===== config.mk =====
export PLATFORM = sky130hd
export DESIGN_NAME = cv32e40p_tmr_fault_manager
export DESIGN_NICKNAME = d
export VERILOG_FILES = /design/src/rtl/cv32e40p_tmr_fault_manager.sv
export SDC_FILE = /design/constraint.sdc
export NUM_CORES = 1
export LEC_CHECK = 0
export ABC_AREA = 1
export BUFFER_PORTS_ARGS = -buffer_cell sky130_fd_sc_hd__clkbuf_2
export CAP_MARGIN = 20
export CORE_AREA = 2 2 66 74
export CTS_BUF_LIST = sky130_fd_sc_hd__clkbuf_4 sky130_fd_sc_hd__clkbuf_8
export DETAILED_ROUTE_END_ITERATION = 10
export DIE_AREA = 0 0 68 76
export GPL_ROUTABILITY_DRIVEN = 0
export SKIP_CTS_REPAIR_TIMING = 1
export SLEW_MARGIN = 20
export SYNTH_ARGS = -nofsm -noshare
export SYNTH_HDL_FRONTEND = slang
export SYNTH_SLANG_ARGS = --single-unit

===== constraint.sdc =====
create_clock -name clk_i -period 2 [get_ports clk_i]
set_input_delay 0 -clock clk_i [delete_from_list [all_inputs] [get_ports clk_i]]
set_output_delay 0 -clock clk_i [all_outputs]
set_load 0.01 [all_outputs]

===== src/rtl/cv32e40p_tmr_fault_manager.sv =====
// Fault manager for the cv32e40p triple-replica voter: leaky-bucket error counters,
// replica retirement into two-input mode, and a req/ack recovery handshake with sticky failure.
module cv32e40p_tmr_fault_manager #(
   parameter int unsigned THRESH       = 4,
   parameter int unsigned DECAY_PERIOD = 8,
   parameter int unsigned MAX_RETRY    = 2,
   parameter int unsigned CNT_W        = $clog2(THRESH + 1)
) (
   input  logic               clk_i,
   input  logic               rst_ni,
   input  logic               clear_i,
   input  logic               vote_valid_i,
   input  logic               err_detected_1_i,
   input  logic               err_detected_2_i,
   input  logic               err_detected_3_i,
   input  logic               err_corrected_i,
   input  logic               recovery_ack_i,
   output logic               only_two_o,
   output logic [1:0]         sel_a_o,
   output logic [1:0]         sel_b_o,
   output logic [2:0]         faulty_o,
   output logic [3*CNT_W-1:0] err_cnt_o,
   output logic               recovery_req_o,
   output logic               fail_o,
   output logic [1:0]         state_o
);

   localparam int unsigned CLEAN_W  = (DECAY_PERIOD > 0) ? $clog2(DECAY_PERIOD + 1) : 1;
   localparam int unsigned RETRY_W  = $clog2(MAX_RETRY + 1);
   localparam bit          DECAY_EN = (DECAY_PERIOD > 0);

   typedef enum logic [1:0] {
      ST_TMR      = 2'b00,
      ST_DMR      = 2'b01,
      ST_RECOVERY = 2'b10,
      ST_FAIL     = 2'b11
   } state_e;

   state_e               state_q, state_d;
   state_e               ret_state_q, ret_state_d;
   logic                 only_two_q, only_two_d;
   logic [1:0]           sel_a_q, sel_a_d;
   logic [1:0]           sel_b_q, sel_b_d;
   logic [2:0]           faulty_q, faulty_d;
   logic [CNT_W-1:0]     cnt_q [3];
   logic [CNT_W-1:0]     cnt_d [3];
   logic [CLEAN_W-1:0]   clean_cnt_q, clean_cnt_d;
   logic [RETRY_W-1:0]   retry_cnt_q, retry_cnt_d;
   logic                 req_q, req_d;
   logic                 fail_q, fail_d;

   logic [2:0]           flags;
   logic                 single_flag;
   logic [1:0]           err_idx;
   logic [CNT_W-1:0]     cnt_inc;
   logic [CLEAN_W-1:0]   clean_inc;
   logic [RETRY_W-1:0]   retry_inc;
   logic                 recover;
   state_e               recover_from;

   assign flags     = {err_detected_3_i, err_detected_2_i, err_detected_1_i};
   assign clean_inc = clean_cnt_q + CLEAN_W'(1);
   assign retry_inc = retry_cnt_q + RETRY_W'(1);
   assign cnt_inc   = cnt_q[err_idx] + CNT_W'(1);

   always_comb begin
      single_flag = 1'b1;
      err_idx     = 2'd0;
      case (flags)
         3'b001:  err_idx = 2'd0;
         3'b010:  err_idx = 2'd1;
         3'b100:  err_idx = 2'd2;
         default: single_flag = 1'b0;
      endcase
   end

   // NOTE: every always_comb output gets a default first so no path can infer a latch.
   always_comb begin
      state_d      = state_q;
      ret_state_d  = ret_state_q;
      only_two_d   = only_two_q;
      sel_a_d      = sel_a_q;
      sel_b_d      = sel_b_q;
      faulty_d     = faulty_q;
      cnt_d        = cnt_q;
      clean_cnt_d  = clean_cnt_q;
      retry_cnt_d  = retry_cnt_q;
      req_d        = req_q;
      fail_d       = fail_q;
      recover      = 1'b0;
      recover_from = ST_TMR;

      case (state_q)
         ST_TMR: begin
            if (vote_valid_i) begin
               if (flags == 3'b000) begin
                  retry_cnt_d = '0;
                  if (DECAY_EN && (clean_inc == CLEAN_W'(DECAY_PERIOD))) begin
                     clean_cnt_d = '0;
                     for (int i = 0; i < 3; i++) begin
                        if (cnt_q[i] != '0) cnt_d[i] = cnt_q[i] - CNT_W'(1);
                     end
                  end else begin
                     clean_cnt_d = clean_inc;
                  end
               end else if (single_flag && err_corrected_i) begin
                  clean_cnt_d = '0;
                  if (cnt_q[err_idx] < CNT_W'(THRESH)) cnt_d[err_idx] = cnt_inc;
                  if (cnt_inc == CNT_W'(THRESH)) begin
                     faulty_d[err_idx] = 1'b1;
                     state_d           = ST_DMR;
                     only_two_d        = 1'b1;
                     // Survivors in ascending order onto voter inputs 1/2.
                     case (err_idx)
                        2'd0:    begin sel_a_d = 2'd1; sel_b_d = 2'd2; end
                        2'd1:    begin sel_a_d = 2'd0; sel_b_d = 2'd2; end
                        default: begin sel_a_d = 2'd0; sel_b_d = 2'd1; end
                     endcase
                  end
               end else begin
                  recover      = 1'b1;
                  recover_from = ST_TMR;
               end
            end
         end
         ST_DMR: begin
            if (vote_valid_i) begin
               if (err_detected_1_i) begin
                  recover      = 1'b1;
                  recover_from = ST_DMR;
               end else if (flags == 3'b000) begin
                  retry_cnt_d = '0;
               end
            end
         end
         ST_RECOVERY: begin
            if (recovery_ack_i) begin
               req_d   = 1'b0;
               state_d = ret_state_q;
            end
         end
         default: ;
      endcase

      if (recover) begin
         ret_state_d = recover_from;
         retry_cnt_d = retry_inc;
         if (retry_inc == RETRY_W'(MAX_RETRY)) begin
            state_d = ST_FAIL;
            fail_d  = 1'b1;
            req_d   = 1'b0;
         end else begin
            state_d = ST_RECOVERY;
            req_d   = 1'b1;
         end
      end
   end

   // NOTE: sequential state uses non-blocking assignments only; the counter array is small
   // and fully reset so every output has a defined value straight out of reset.
   always_ff @(posedge clk_i or negedge rst_ni) begin
      if (!rst_ni) begin
         state_q     <= ST_TMR;
         ret_state_q <= ST_TMR;
         only_two_q  <= 1'b0;
         sel_a_q     <= 2'd0;
         sel_b_q     <= 2'd1;
         faulty_q    <= '0;
         for (int i = 0; i < 3; i++) cnt_q[i] <= '0;
         clean_cnt_q <= '0;
         retry_cnt_q <= '0;
         req_q       <= 1'b0;
         fail_q      <= 1'b0;
      end else if (clear_i) begin
         state_q     <= ST_TMR;
         ret_state_q <= ST_TMR;
         only_two_q  <= 1'b0;
         sel_a_q     <= 2'd0;
         sel_b_q     <= 2'd1;
         faulty_q    <= '0;
         for (int i = 0; i < 3; i++) cnt_q[i] <= '0;
         clean_cnt_q <= '0;
         retry_cnt_q <= '0;
         req_q       <= 1'b0;
         fail_q      <= 1'b0;
      end else begin
         state_q     <= state_d;
         ret_state_q <= ret_state_d;
         only_two_q  <= only_two_d;
         sel_a_q     <= sel_a_d;
         sel_b_q     <= sel_b_d;
         faulty_q    <= faulty_d;
         cnt_q       <= cnt_d;
         clean_cnt_q <= clean_cnt_d;
         retry_cnt_q <= retry_cnt_d;
         req_q       <= req_d;
         fail_q      <= fail_d;
      end
   end

   for (genvar g = 0; g < 3; g++) begin : g_cnt_pack
      assign err_cnt_o[g*CNT_W +: CNT_W] = cnt_q[g];
   end

   assign only_two_o     = only_two_q;
   assign sel_a_o        = sel_a_q;
   assign sel_b_o        = sel_b_q;
   assign faulty_o       = faulty_q;
   assign recovery_req_o = req_q;
   assign fail_o         = fail_q;
   assign state_o        = state_q;

endmodule


Word-level counts from Yosys, hierarchy flattened
Cells that the tools add are included.
- register bits: 29
- output and inout bits: 21
- logic and storage cells: 166
- add/sub/neg operators: 6
- order comparisons: 5
- equal/unequal tests: 21
- mux-type cells: 87
- bitwise logic cells: 2
- reduce and logical (&&, ||, !) cells: 32
- operators with widths (cell ; number):
    two-way mux 9 bit ; 7
    two-way mux 2 bit ; 28
    two-way mux 3 bit ; 12
    != test 4 bit (second input constant) ; 7
    two-way mux 1 bit ; 26
    two-way mux 4 bit ; 6
    AND reduction 6 bit ; 4
    nonzero test 3 bit ; 7
    != test 3 x 2 -> 1 bit (second input constant) ; 4
    one-hot mux 2 bit (2 select lines) ; 3
    nonzero test 2 bit ; 6
    bitwise mux 9 bit ; 1
    subtractor 3 x 1 -> 3 bit (second input constant) ; 3
    nonzero test 4 bit ; 2
    binary-select mux 3 bit (select 2 bit) ; 1
    demux 3 bit (select 2 bit) ; 1
    == test 3 bit (second input constant) ; 2
    AND reduction 5 bit ; 1
    adder 4 x 1 -> 4 bit (second input constant) ; 1
    == test 2 x 1 -> 1 bit (second input constant) ; 2
    == test 2 bit (second input constant) ; 2
    == test 4 bit (second input constant) ; 1
    logical NOT 2 bit ; 2
    AND reduction 2 bit ; 2
    20 further kinds ; 22

Depth between registers and ports, before layout
Gate-level depths: netlist of the first run.
- depth after elaboration: 15
- mapped depth: 14
- mapped depth without buffers: 14

Worst setup path after synthesis of the first run
OpenSTA, ideal clock, no wires.
- kind: register to register
- start point: register cnt_q (netlist bit err_cnt_o[6])
- end point: register sel_a_q[0] (netlist: sel_a_o[0])
- data arrival time: 1.582 ns
- path slack: 0.299 ns
- cell stages (with the launch flop): 12
- buffers on the path: 0
- cell sequence: dfrtp_1 -> inv_1 -> o22ai_1 -> a21oi_1 -> inv_1 -> ha_1 -> nand4_1 -> nand3_2 -> nand2_2 -> nand2_2 -> nand2_1 -> o21ai_2
- word-level cells in the longest chain between the ends: 7
- ends and longest elaborated chain (what ; line ; text):
    from (decl) ; 45 ; logic [CNT_W-1:0] cnt_q [3];
    from (signal assigned) ; 193 ; cnt_q <= cnt_d;
    binary-select mux 3 bit (select 2 bit) ; 64 ; assign cnt_inc = cnt_q[err_idx] + CNT_W'(1);
    two-way mux 3 bit (implied by the code) (2 in a row) ; 64 ;
    adder 3 x 1 -> 3 bit ; 64 ;
    == test 3 bit ; 109 ; if (cnt_inc == CNT_W'(THRESH)) begin
    nonzero test 2 bit (no source line) ; - ;
    AND reduction 5 bit (no source line) ; - ;
    to (signal assigned) ; 190 ; sel_a_q <= sel_a_d;
    to (decl) ; 42 ; logic [1:0] sel_a_q, sel_a_d;
No other way between the ends. The select of a mux whose other input is x is not followed.
A chain may end at the register's enable or synchronous reset.

Worst setup path after layout of the first run
Ends and elaborated chain as after synthesis.

==> results.py, run 1 <==
metrics = {
    "clocking": {
        "cts_sinks": 27,
        "insertion_delay_ps": 280,
        "cts_tree": "done",
        "cts-root-buf": "clkbuf_8",
        "cts.reportedPaths.clkPinSlew_ps": 100,
        "clock_path_buffers": 2,
        "htree_levels": 1,
        "cts_buffers": 3,
    },
    "cells_and_area": {
        "fin_nets": 296,
        "fin_area_um2": 2130,
        "num_antenna_cells": 0,
        "syn_to_final_growth_pct": 14.5,
        "utilization": 0.474,
        "drive_gt1_frac": 0.255,
        "nFillCells": 461,
    },
    "logic_synthesis": {
        "netlist_area_um2": 1860,
        "synth.mux.area_fraction": 0,
        "synth-adder-area-share": 0.0740,
        "synth_cells": 243,
        "syn-num-nets": 263,
        "postSynthAreaPerCell_um2": 7.66,
        "ys.flop_type": "dfrtp_1",
        "synth_compound_area_frac": 0.130,
        "synthSimpleGateAreaFrac": 0.316,
        "yosys-top-cells-area": "dfrtp_1, nand2_1, ha_1, inv_1, o21ai_0",
        "synthXorXnorAreaFrac": 0.0235,
        "synth_top_area_share": 0.350,
        "synth-edff-count": 0,
        "yosysMostFrequentCell": "nand2_1",
        "yosysTopAreaCell": "dfrtp_1",
        "synth_top_family_by_area": "simple AND/OR/NAND/NOR gates",
        "synth_common_cells": "nand2_1, inv_1, dfrtp_1",
        "synth_cell_types": 36,
        "ys_async_sr_fraction": 1.00,
        "yosysWarnings": 0,
        "synth-seq-cells": 27,
        "yosysSeqAreaShare": 0.364,
    },
    "grt": {
        "grt_pass1_wl_mm": 7.02,
        "grt_pass1_vias": 1578,
        "grt_max_degree": 28,
        "grt_overflow_total": 0,
        "antenna_found_initial": 0,
        "grt_use_total": 0.171,
    },
    "worst_setup_path": {
        "critPathBufInv": 2,
        "r2r_cells": 11,
        "crit_arrival_ps": 1980,
        "cp_top_family": "simple AND/OR/NAND/NOR gates",
        "required_ps": 2170,
        "cp-start-kind": "flip-flop",
        "setup.worst_path.class": "reg2reg",
        "regToRegSetupSlack_ps": 190,
        "cp_num_cells": 11,
        "crit_path_max_fanout": 9,
        "cp_slowest_cell": "dfrtp_1",
        "slowest_delay_ps": 400,
        "crit_chain": "inv_1 -> o22ai_1 -> a21oi_2 -> inv_1 -> ha_1 -> nand4_1 -> nand3_2 -> nand2_2 -> nand2_2 -> nand2_1 -> o21ai_2",
        "endpoint_kind": "flip-flop",
    },
    "timing": {
        "final_max_slew_viol_count": 0,
        "setup-violations-final": 0,
        "fmax_mhz": 554,
        "fin_tns_setup_ps": 0,
        "relSlewSlack": 0.538,
        "rsz0062_at_grt": "no",
        "finalCritPeriodShare": 0.903,
        "hold_viol_final": 0,
        "period_minus_slack_ps": 1810,
        "hold_slack_ps": 23.2,
        "fin_skew_ps": 6.12,
        "setup_slack_ps": 194,
        "tightest_slew_ps": 693,
    },
    "die": {
        "design.die.area_um2": 5170,
        "rows": 26,
        "design.core.area_um2": 4490,
        "die_x_um": 68,
        "start_util": 0.414,
        "io_pins": 30,
        "fp.dieH_um": 76,
    },
    "route": {
        "drt_pass1_iterations": 4,
        "vias": 1617,
        "viasPerCell": 4.89,
        "wl_per_cell_um": 12.1,
        "drc": 0,
        "drt_iter0_markers": 90,
        "ant_nets": 0,
        "totalWireLength_mm": 4.01,
    },
    "power_and_ir_drop": {
        "power.density_nw_per_um2": 937,
        "combPwrFrac": 0.448,
        "vdd_drop_max_v": 0.000497,
        "p_leak_nw": 1.15,
        "clkPwrFrac": 0.165,
        "seq_power_share": 0.387,
        "switchingPower_w": 0.000844,
        "p_sw_frac": 0.423,
        "power.internal_w": 0.00115,
    },
    "place": {
        "pre_cts_ws_ps": 162,
        "io_buffers": 28,
        "place_area_um2": 2070,
        "hpwlAfterDp_mm": 3.11,
    },
    "status": {
        "status": "finished, final reports clean",
    },
    "flow_run": {
        "maxCapViolCount": 0,
    },
    "hold_path": {
        "whs_path_depth": 2,
        "hp-class": "in2reg",
    },
}
-- layer usage --
metal | up-vias | routed length, µm | global-route usage | share of wire
li1 | 847 | - | - | -
met4 | 0 | 55 | 0.0480 | 0.014
met1 | 745 | 1920 | 0.236 | 0.48
met2 | 19 | 1930 | 0.277 | 0.48
met5 | - | 0 | 0 | 0
met3 | 6 | 109 | 0.0207 | 0.027
-- power groups by stage --
stage	Combinational (W)	Sequential (W)	Clock, W
4_1_cts	0.000896	0.000774	0.000337
2_1_floorplan	0.000584	0.000819	0
5_1_grt	0.00102	0.000795	0.000361
6_report	0.000893	0.000773	0.000329
3_3_place_gp	0.000882	0.000782	0
3_5_place_dp	0.000891	0.000784	0
-- layout make-up --
class	instances	area, µm²	share of cell area
clock buffers	3	41.3	0.0194
multi-input cells	174	1020	0.479
flip-flops and latches	27	677	0.318
well taps	56	70.1	0.0329
inverters	39	151	0.0711
repair buffers	31	165	0.0776
clock inverters	1	5.00	0.00235
-- cell usage in the layout (no fill, tap or decap), types with 5 or more instances in the layout --
| master | netlist | layout |
|---|---|---|
| a21oi_1 | 8 | 7 |
| clkbuf_2 | 0 | 28 |
| dfrtp_1 | 26 | 26 |
| ha_1 | 11 | 11 |
| inv_1 | 32 | 32 |
| inv_2 | 5 | 5 |
| nand2_1 | 54 | 54 |
| nand2_2 | 9 | 9 |
| nand3_1 | 16 | 16 |
| nand3_2 | 7 | 7 |
| nor2_1 | 14 | 14 |
| o21ai_0 | 18 | 18 |
| o21ai_1 | 5 | 5 |
-- flip-flops by register name (all words and copies together), names as in the netlist --
signal          flops
fail_o              1
sel_b_o             2
faulty_o            3
recovery_req_o      1
err_cnt_o           9
retry_cnt_q         2
only_two_o          1
ret_state_q         1
state_o             2
clean_cnt_q         4
sel_a_o             1
-- per-stage QoR --
stage	power [W]	std cells
floorplan	0.00140	243
global placement	0.00166	326
detailed placement	0.00167	326
CTS	0.00201	330
global route	0.00218	331
finish	0.00200	331
-- worst paths after layout --
kind	startpoint	to
worst max-delay path	err_cnt_o[6]	sel_a_o[0]
worst min-delay path	clear_i	only_two_o
worst max register to register	err_cnt_o[6]	sel_a_o[0]
worst min register to register	sel_b_o[0]	sel_b_o[0]
max in group asynchronous	rst_ni	only_two_o
min in group asynchronous	rst_ni	err_cnt_o[3]
-- worst register-to-register path, stage by stage (launching register included) --
cell,delay (ps)
dfrtp_1,400
inv_1,130
o22ai_1,120
a21oi_2,140
inv_1,80
ha_1,200
nand4_1,140
nand3_2,110
nand2_2,90
nand2_2,130
nand2_1,110
o21ai_2,50
-- kinds of logic (layout without fill, tap and decap cells) --
kind of cell	after synthesis	in the layout
fa+ha+maj	11	11
xor+xnor	5	5
compound gates	42	42
flops	27	27
buf+inv	42	74
simple gates	115	115
other cells	1	1
Note: power is estimated with default switching activity, not from simulation.
==> run 2, diff against run 1 <==
CORE_AREA = 2 2 79 88   (was 2 2 66 74)
DIE_AREA = 0 0 81 90   (was 0 0 68 76)
==> run 2 against run 1 <==
  * Global-route usage shrank 4.3 points
  * Fmax is 0.83% higher
  * Utilization fell by 14 points
  * Critical endpoint is now faulty_o[1]
  * Total power rose by 1.2%
  * Highest routed layer unchanged
  * Sequential share of layout area decreased by 0.62 points
  * Die area is 41% higher
  * Critical path depth is the same
  * Non-clock buffer count up 1
  * Clock power barely moved
==> results.py, run 2 (synthesis results as in run 1) <==
metrics = {
    "timing": {
        "tightest_slew_ps": 684,
        "fin_tns_setup_ps": 0,
        "setup-violations-final": 0,
        "hold_viol_final": 0,
        "relSlewSlack": 0.544,
        "fmax_mhz": 558,
        "finalCritPeriodShare": 0.896,
        "fin_skew_ps": 5.44,
        "final_max_slew_viol_count": 0,
        "setup_slack_ps": 209,
        "rsz0062_at_grt": "no",
        "period_minus_slack_ps": 1790,
    },
    "die": {
        "fp.dieH_um": 90,
        "rows": 31,
        "io_pins": 30,
        "die_x_um": 81,
        "start_util": 0.289,
        "design.core.area_um2": 6440,
        "design.die.area_um2": 7290,
    },
    "cells_and_area": {
        "syn_to_final_growth_pct": 16.7,
        "ff_latch_area_um2": 677,
        "nFillCells": 712,
        "layout_common_cells": "nand2_1, inv_1, clkbuf_2, dfrtp_1, o21ai_0",
        "drive_gt1_frac": 0.261,
        "largest_register_ffs": 9,
        "multi_input_area_um2": 1020,
        "num_antenna_cells": 0,
        "fin_nets": 297,
        "final_common_cell": "nand2_1",
    },
    "hold_path": {
        "worstHoldEndpoint": "only_two_o",
        "holdCritStartpoint": "clear_i",
        "hp-class": "in2reg",
        "whs_path_depth": 2,
    },
    "worst_setup_path": {
        "endpoint_kind": "flip-flop",
        "cp-start-kind": "flip-flop",
        "r2r-start": "err_cnt_o[0]",
        "worstReg2RegEnd": "faulty_o[1]",
        "required_ps": 2180,
        "regToRegSetupSlack_ps": 210,
        "crit_path_max_fanout": 9,
        "crit_arrival_ps": 1970,
        "setup.worst_path.class": "reg2reg",
        "r2r_cells": 11,
    },
    "clocking": {
        "htree_levels": 1,
        "cts-root-buf": "clkbuf_8",
        "cts.reportedPaths.clkPinSlew_ps": 100,
        "cts_buffers": 3,
        "insertion_delay_ps": 280,
        "clock_path_buffers": 2,
        "cts_sinks": 27,
        "cts_tree": "done",
    },
    "grt": {
        "grt_use_total": 0.127,
        "grt_pass1_vias": 1704,
        "grt_overflow_total": 0,
        "grt_max_degree": 28,
        "antenna_found_initial": 0,
        "grt_pass1_wl_mm": 7.44,
    },
    "flow_run": {
        "maxCapViolCount": 0,
    },
    "route": {
        "drc": 0,
        "drt_pass1_iterations": 4,
        "totalWireLength_mm": 4.34,
        "drt_iter0_markers": 99,
        "vias": 1676,
        "wl_per_cell_um": 12.1,
        "viasPerCell": 4.68,
        "ant_nets": 0,
    },
    "place": {
        "hpwlAfterDp_mm": 3.48,
        "pre_cts_ws_ps": 106,
        "io_buffers": 28,
    },
    "status": {
        "status": "finished, final reports clean",
    },
    "power_and_ir_drop": {
        "vdd_drop_max_v": 0.000337,
        "power.density_nw_per_um2": 930,
        "p_leak_nw": 1.16,
    },
}
==> run 2: cell count changes in the layout (fill, tap and decap cells not counted) <==
cell | previous run | this run
buf_4 | 2 | 3
clkinv_2 | 1 | 0
clkinvlp_4 | 0 | 1
inv_1 | 32 | 31
inv_2 | 5 | 6
==> run 2: final cells by class <==
| type | instances | area share |
|---|---|---|
| inverter | 39 | 0.0697 |
| tap | 82 | 0.0472 |
| sequential | 27 | 0.312 |
| clock buffer | 3 | 0.0190 |
| multi-input combinational | 174 | 0.469 |
| clock inverter | 1 | 0.00346 |
| timing repair buffer | 32 | 0.0795 |
==> run 2: how the worst max path moves through the flow <==
stage               cells after the start     endpoint              from  slack [ps]
detailed placement                     14   sel_a_o[0]  err_detected_1_i         110
floorplan                              11   sel_a_o[0]      err_cnt_o[6]         300
global placement                       11   sel_a_o[0]      err_cnt_o[6]         230
finish                                 11  faulty_o[1]      err_cnt_o[0]         210
CTS                                    11   sel_a_o[0]      err_cnt_o[6]         100
global route                           11  faulty_o[1]      err_cnt_o[0]          10
==> run 2: report_power, final <==
part | leakage (nW) | switching [W] | internal, W
Combinational | 0.780 | 0.000564 | 0.000342
Clock | 0.0217 | 0.000188 | 0.000142
Sequential | 0.354 | 0.000114 | 0.000671
==> run 2: critical path: stages, from the launching register on <==
cell and delay (ps):
dfrtp_1 410, inv_1 110, o22ai_1 110, a21oi_2 160, inv_1 90, ha_1 200
nand4_1 140, nand3_2 110, nand2_2 90, nand2_2 120, nand2_1 90, o21ai_1 60
==> run 2: stage by stage <==
step / area [µm²] / total power [W] / instances / hold WS (ps) / utilization
2_1_floorplan: 1860 / 0.00140 / 243 / -296 / -
3_3_place_gp: 2110 / 0.00168 / 353 / 89.3 / 0.328
3_5_place_dp: 2110 / 0.00170 / 353 / 84.2 / 0.328
4_1_cts: 2160 / 0.00204 / 357 / -222 / 0.335
5_1_grt: 2170 / 0.00220 / 358 / 19.6 / 0.337
6_report: 2170 / 0.00202 / 358 / 20.4 / 0.337
==> run 2: layer usage <==
layer	vias up	GRT usage	part of all wire
met1	774	0.162	0.45
li1	847	-	-
met3	13	0.0191	0.047
met4	0	0.0636	0.036
met2	42	0.207	0.47
met5	-	0	0
==> run 3, diff against run 2 <==
ABC_AREA = not set   (was 1)
CORE_AREA = 2 2 82 92   (was 2 2 79 88)
DIE_AREA = 0 0 84 94   (was 0 0 81 90)
GPL_TIMING_DRIVEN = 0   (was not set)
==> run 3 against run 2 <==
  * Flip-flop and latch count unchanged
  * Critical path depth decreased by 6
  * Hold slack improved by 69 ps
  * Critical endpoint is now err_cnt_o[2]
  * Sequential share of layout area down 3.8 points
  * Clock power grew 2%
  * Register-to-register slack worse by 150 ps
  * Wire length up 30%
  * First-iteration DRC count increased by 41%
  * Synthesized area rose by 9.4%
==> results.py, run 3 <==
metrics = {
    "status": {
        "status": "finished, final reports clean",
    },
    "timing": {
        "hold_viol_final": 0,
        "period_minus_slack_ps": 1940,
        "relSlewSlack": 0.541,
        "fin_skew_ps": 4.63,
        "fmax_mhz": 514,
        "tightest_slew_ps": 689,
        "setup-violations-final": 0,
        "final_max_slew_viol_count": 0,
        "finalCritPeriodShare": 0.972,
    },
    "clocking": {
        "cts_buffers": 3,
        "cts_tree": "done",
        "clock_path_buffers": 2,
        "cts_sinks": 27,
        "htree_levels": 1,
        "insertion_delay_ps": 280,
        "cts.reportedPaths.clkPinSlew_ps": 90,
        "cts-root-buf": "clkbuf_8",
    },
    "power_and_ir_drop": {
        "combPwrFrac": 0.217,
        "power.internal_w": 0.000811,
        "clkPwrFrac": 0.288,
        "seq_power_share": 0.495,
        "p_leak_nw": 1.03,
        "switchingPower_w": 0.000353,
        "vdd_drop_max_v": 0.000278,
        "p_sw_frac": 0.304,
        "power.density_nw_per_um2": 468,
    },
    "cells_and_area": {
        "syn_to_final_growth_pct": 22.1,
        "utilization": 0.359,
        "final_common_cell": "clkbuf_2",
        "layout.cells.non_filler": 358,
        "nFillCells": 736,
        "multi_input_area_um2": 1340,
        "ff_latch_area_um2": 681,
        "largest_register_ffs": 9,
        "fin_nets": 294,
        "num_antenna_cells": 0,
        "drive_gt1_frac": 0.231,
        "layout_common_cells": "clkbuf_2, dfrtp_1, a21oi_1, inv_1",
    },
    "hold_path": {
        "worstHoldEndpoint": "state_o[1]",
        "holdCritStartpoint": "recovery_ack_i",
        "hp-class": "in2reg",
        "whs_path_depth": 4,
    },
    "route": {
        "wl_per_cell_um": 15.8,
        "totalWireLength_mm": 5.67,
        "drt_iter0_markers": 140,
        "ant_nets": 0,
        "drt_pass1_iterations": 4,
        "viasPerCell": 5.55,
        "drc": 0,
        "vias": 1986,
    },
    "logic_synthesis": {
        "synth_top_family_by_area": "compound AO/OA/AOI/OAI gates",
        "yosysTopAreaCell": "dfrtp_1",
        "synth_compound_area_frac": 0.320,
        "netlist_area_um2": 2040,
        "yosysWarnings": 0,
        "synth-seq-cells": 27,
        "yosys-top-cells-area": "dfrtp_1, ha_1, a21oi_1, o21ai_0, a21o_1",
        "synthSimpleGateAreaFrac": 0.194,
        "yosysMostFrequentCell": "dfrtp_1",
        "synth_top_area_share": 0.320,
        "syn-num-nets": 256,
        "synth.mux.area_fraction": 0.0148,
        "ys.flop_type": "dfrtp_1",
        "synth_common_cells": "dfrtp_1, a21oi_1, inv_1",
        "ys_async_sr_fraction": 1.00,
        "synth_cell_types": 60,
        "synthXorXnorAreaFrac": 0.00860,
        "synth_cells": 236,
        "postSynthAreaPerCell_um2": 8.63,
        "synth-adder-area-share": 0.0676,
        "yosysSeqAreaShare": 0.333,
        "synth-edff-count": 0,
    },
    "place": {
        "hpwlAfterDp_mm": 4.20,
        "placedCellCount": 348,
        "io_buffers": 27,
    },
    "worst_setup_path": {
        "setup.worst_path.class": "reg2reg",
        "r2r_cells": 5,
        "crit_path_max_fanout": 4,
        "regToRegSetupSlack_ps": 60,
        "crit_arrival_ps": 2140,
        "required_ps": 2200,
        "worstReg2RegEnd": "err_cnt_o[2]",
        "cp-start-kind": "flip-flop",
        "endpoint_kind": "flip-flop",
        "r2r-start": "state_o[0]",
    },
    "die": {
        "die_x_um": 84,
        "design.die.area_um2": 7900,
        "rows": 32,
        "io_pins": 30,
        "fp.dieH_um": 94,
        "design.core.area_um2": 6930,
        "start_util": 0.294,
    },
    "grt": {
        "use_met1": 0.183,
        "grt_pass1_wl_mm": 8.85,
        "grt_overflow_total": 0,
        "grt_max_degree": 28,
        "antenna_found_initial": 0,
        "met3_usage": 0.0211,
        "grt-busiest-layer": "met2",
        "use_met2": 0.225,
        "grt_pass1_vias": 1862,
        "grt_use_total": 0.138,
    },
    "flow_run": {
        "maxCapViolCount": 0,
    },
}
[run 3: cell count changes in the layout (fill, tap and decap cells not counted), sizes merged, moves of 5 or more]
cell,delta
buf,+6
o211ai,+5
o21ai,-7
a21oi,+12
nor2b,+6
nand3,-14
clkbuf,+7
nor2,-7
or3,+5
nand2,-52
nand2b,+7
inv,-21
a211oi,+5
a21o,+9
[run 3: final cells by class]
class | count | area share
clock buffers | 4 | 0.0196
flip-flops and latches | 27 | 0.274
plain buffers | 11 | 0.0227
inverters | 18 | 0.0272
well taps | 85 | 0.0428
repair buffers | 33 | 0.0735
multi-input cells | 180 | 0.540
[run 3: metal layers]
| metal | routed length, µm | vias up |
|---|---|---|
| li1 | - | 950 |
| met1 | 2600 | 962 |
| met2 | 2690 | 65 |
| met3 | 296 | 9 |
| met4 | 78 | 0 |
| met5 | 0 | - |
[run 3: power by group through the flow]
stage,registers (W),clock network [W],logic [W]
after floorplan,0.000591,0,0.000147
after global placement,0.000589,0,0.000228
after detailed placement,0.000589,0,0.000230
after CTS,0.000579,0.000350,0.000231
after global routing,0.000578,0.000362,0.000278
final,0.000576,0.000336,0.000252
[run 3: how the worst max path moves through the flow]
stage | from | end | slack (ps) | depth (start not counted)
after CTS | clean_cnt_q[0] | err_cnt_o[2] | -420 | 5
after floorplan | clean_cnt_q[0] | err_cnt_o[2] | 10 | 5
final | state_o[0] | err_cnt_o[2] | 60 | 5
after detailed placement | clean_cnt_q[0] | err_cnt_o[2] | -420 | 5
after global placement | clean_cnt_q[0] | err_cnt_o[2] | -400 | 5
after global routing | err_cnt_o[6] | faulty_o[0] | -8 | 6
[run 3: logic make-up after synthesis]
| family | after synthesis |
|---|---|
| flops | 27 |
| other cells | 1 |
| buf+inv | 29 |
| compound gates | 93 |
| simple gates | 70 |
| xor+xnor | 2 |
| fa+ha+maj | 11 |
| mux | 3 |
[run 3: worst max-delay path, stage by stage, from the launching register on]
cell and delay, ps:
dfrtp_1 400, and4bb_2 390, o211ai_4 130, or3_4 370, a221o_1 350, a211oi_1 220
[run 3: through the flow]
stage	total power (W)	setup slack, ps	hold slack (ps)	setup TNS (ps)	instance area (µm²)
2_1_floorplan	0.000737	14.9	-296	0	2040
3_3_place_gp	0.000817	-397	79.7	-3390	2290
3_5_place_dp	0.000819	-416	84.3	-3880	2290
4_1_cts	0.00116	-417	-228	-2170	2330
5_1_grt	0.00122	-8.22	157	-8.32	2480
6_report	0.00116	55.6	89.4	0	2480
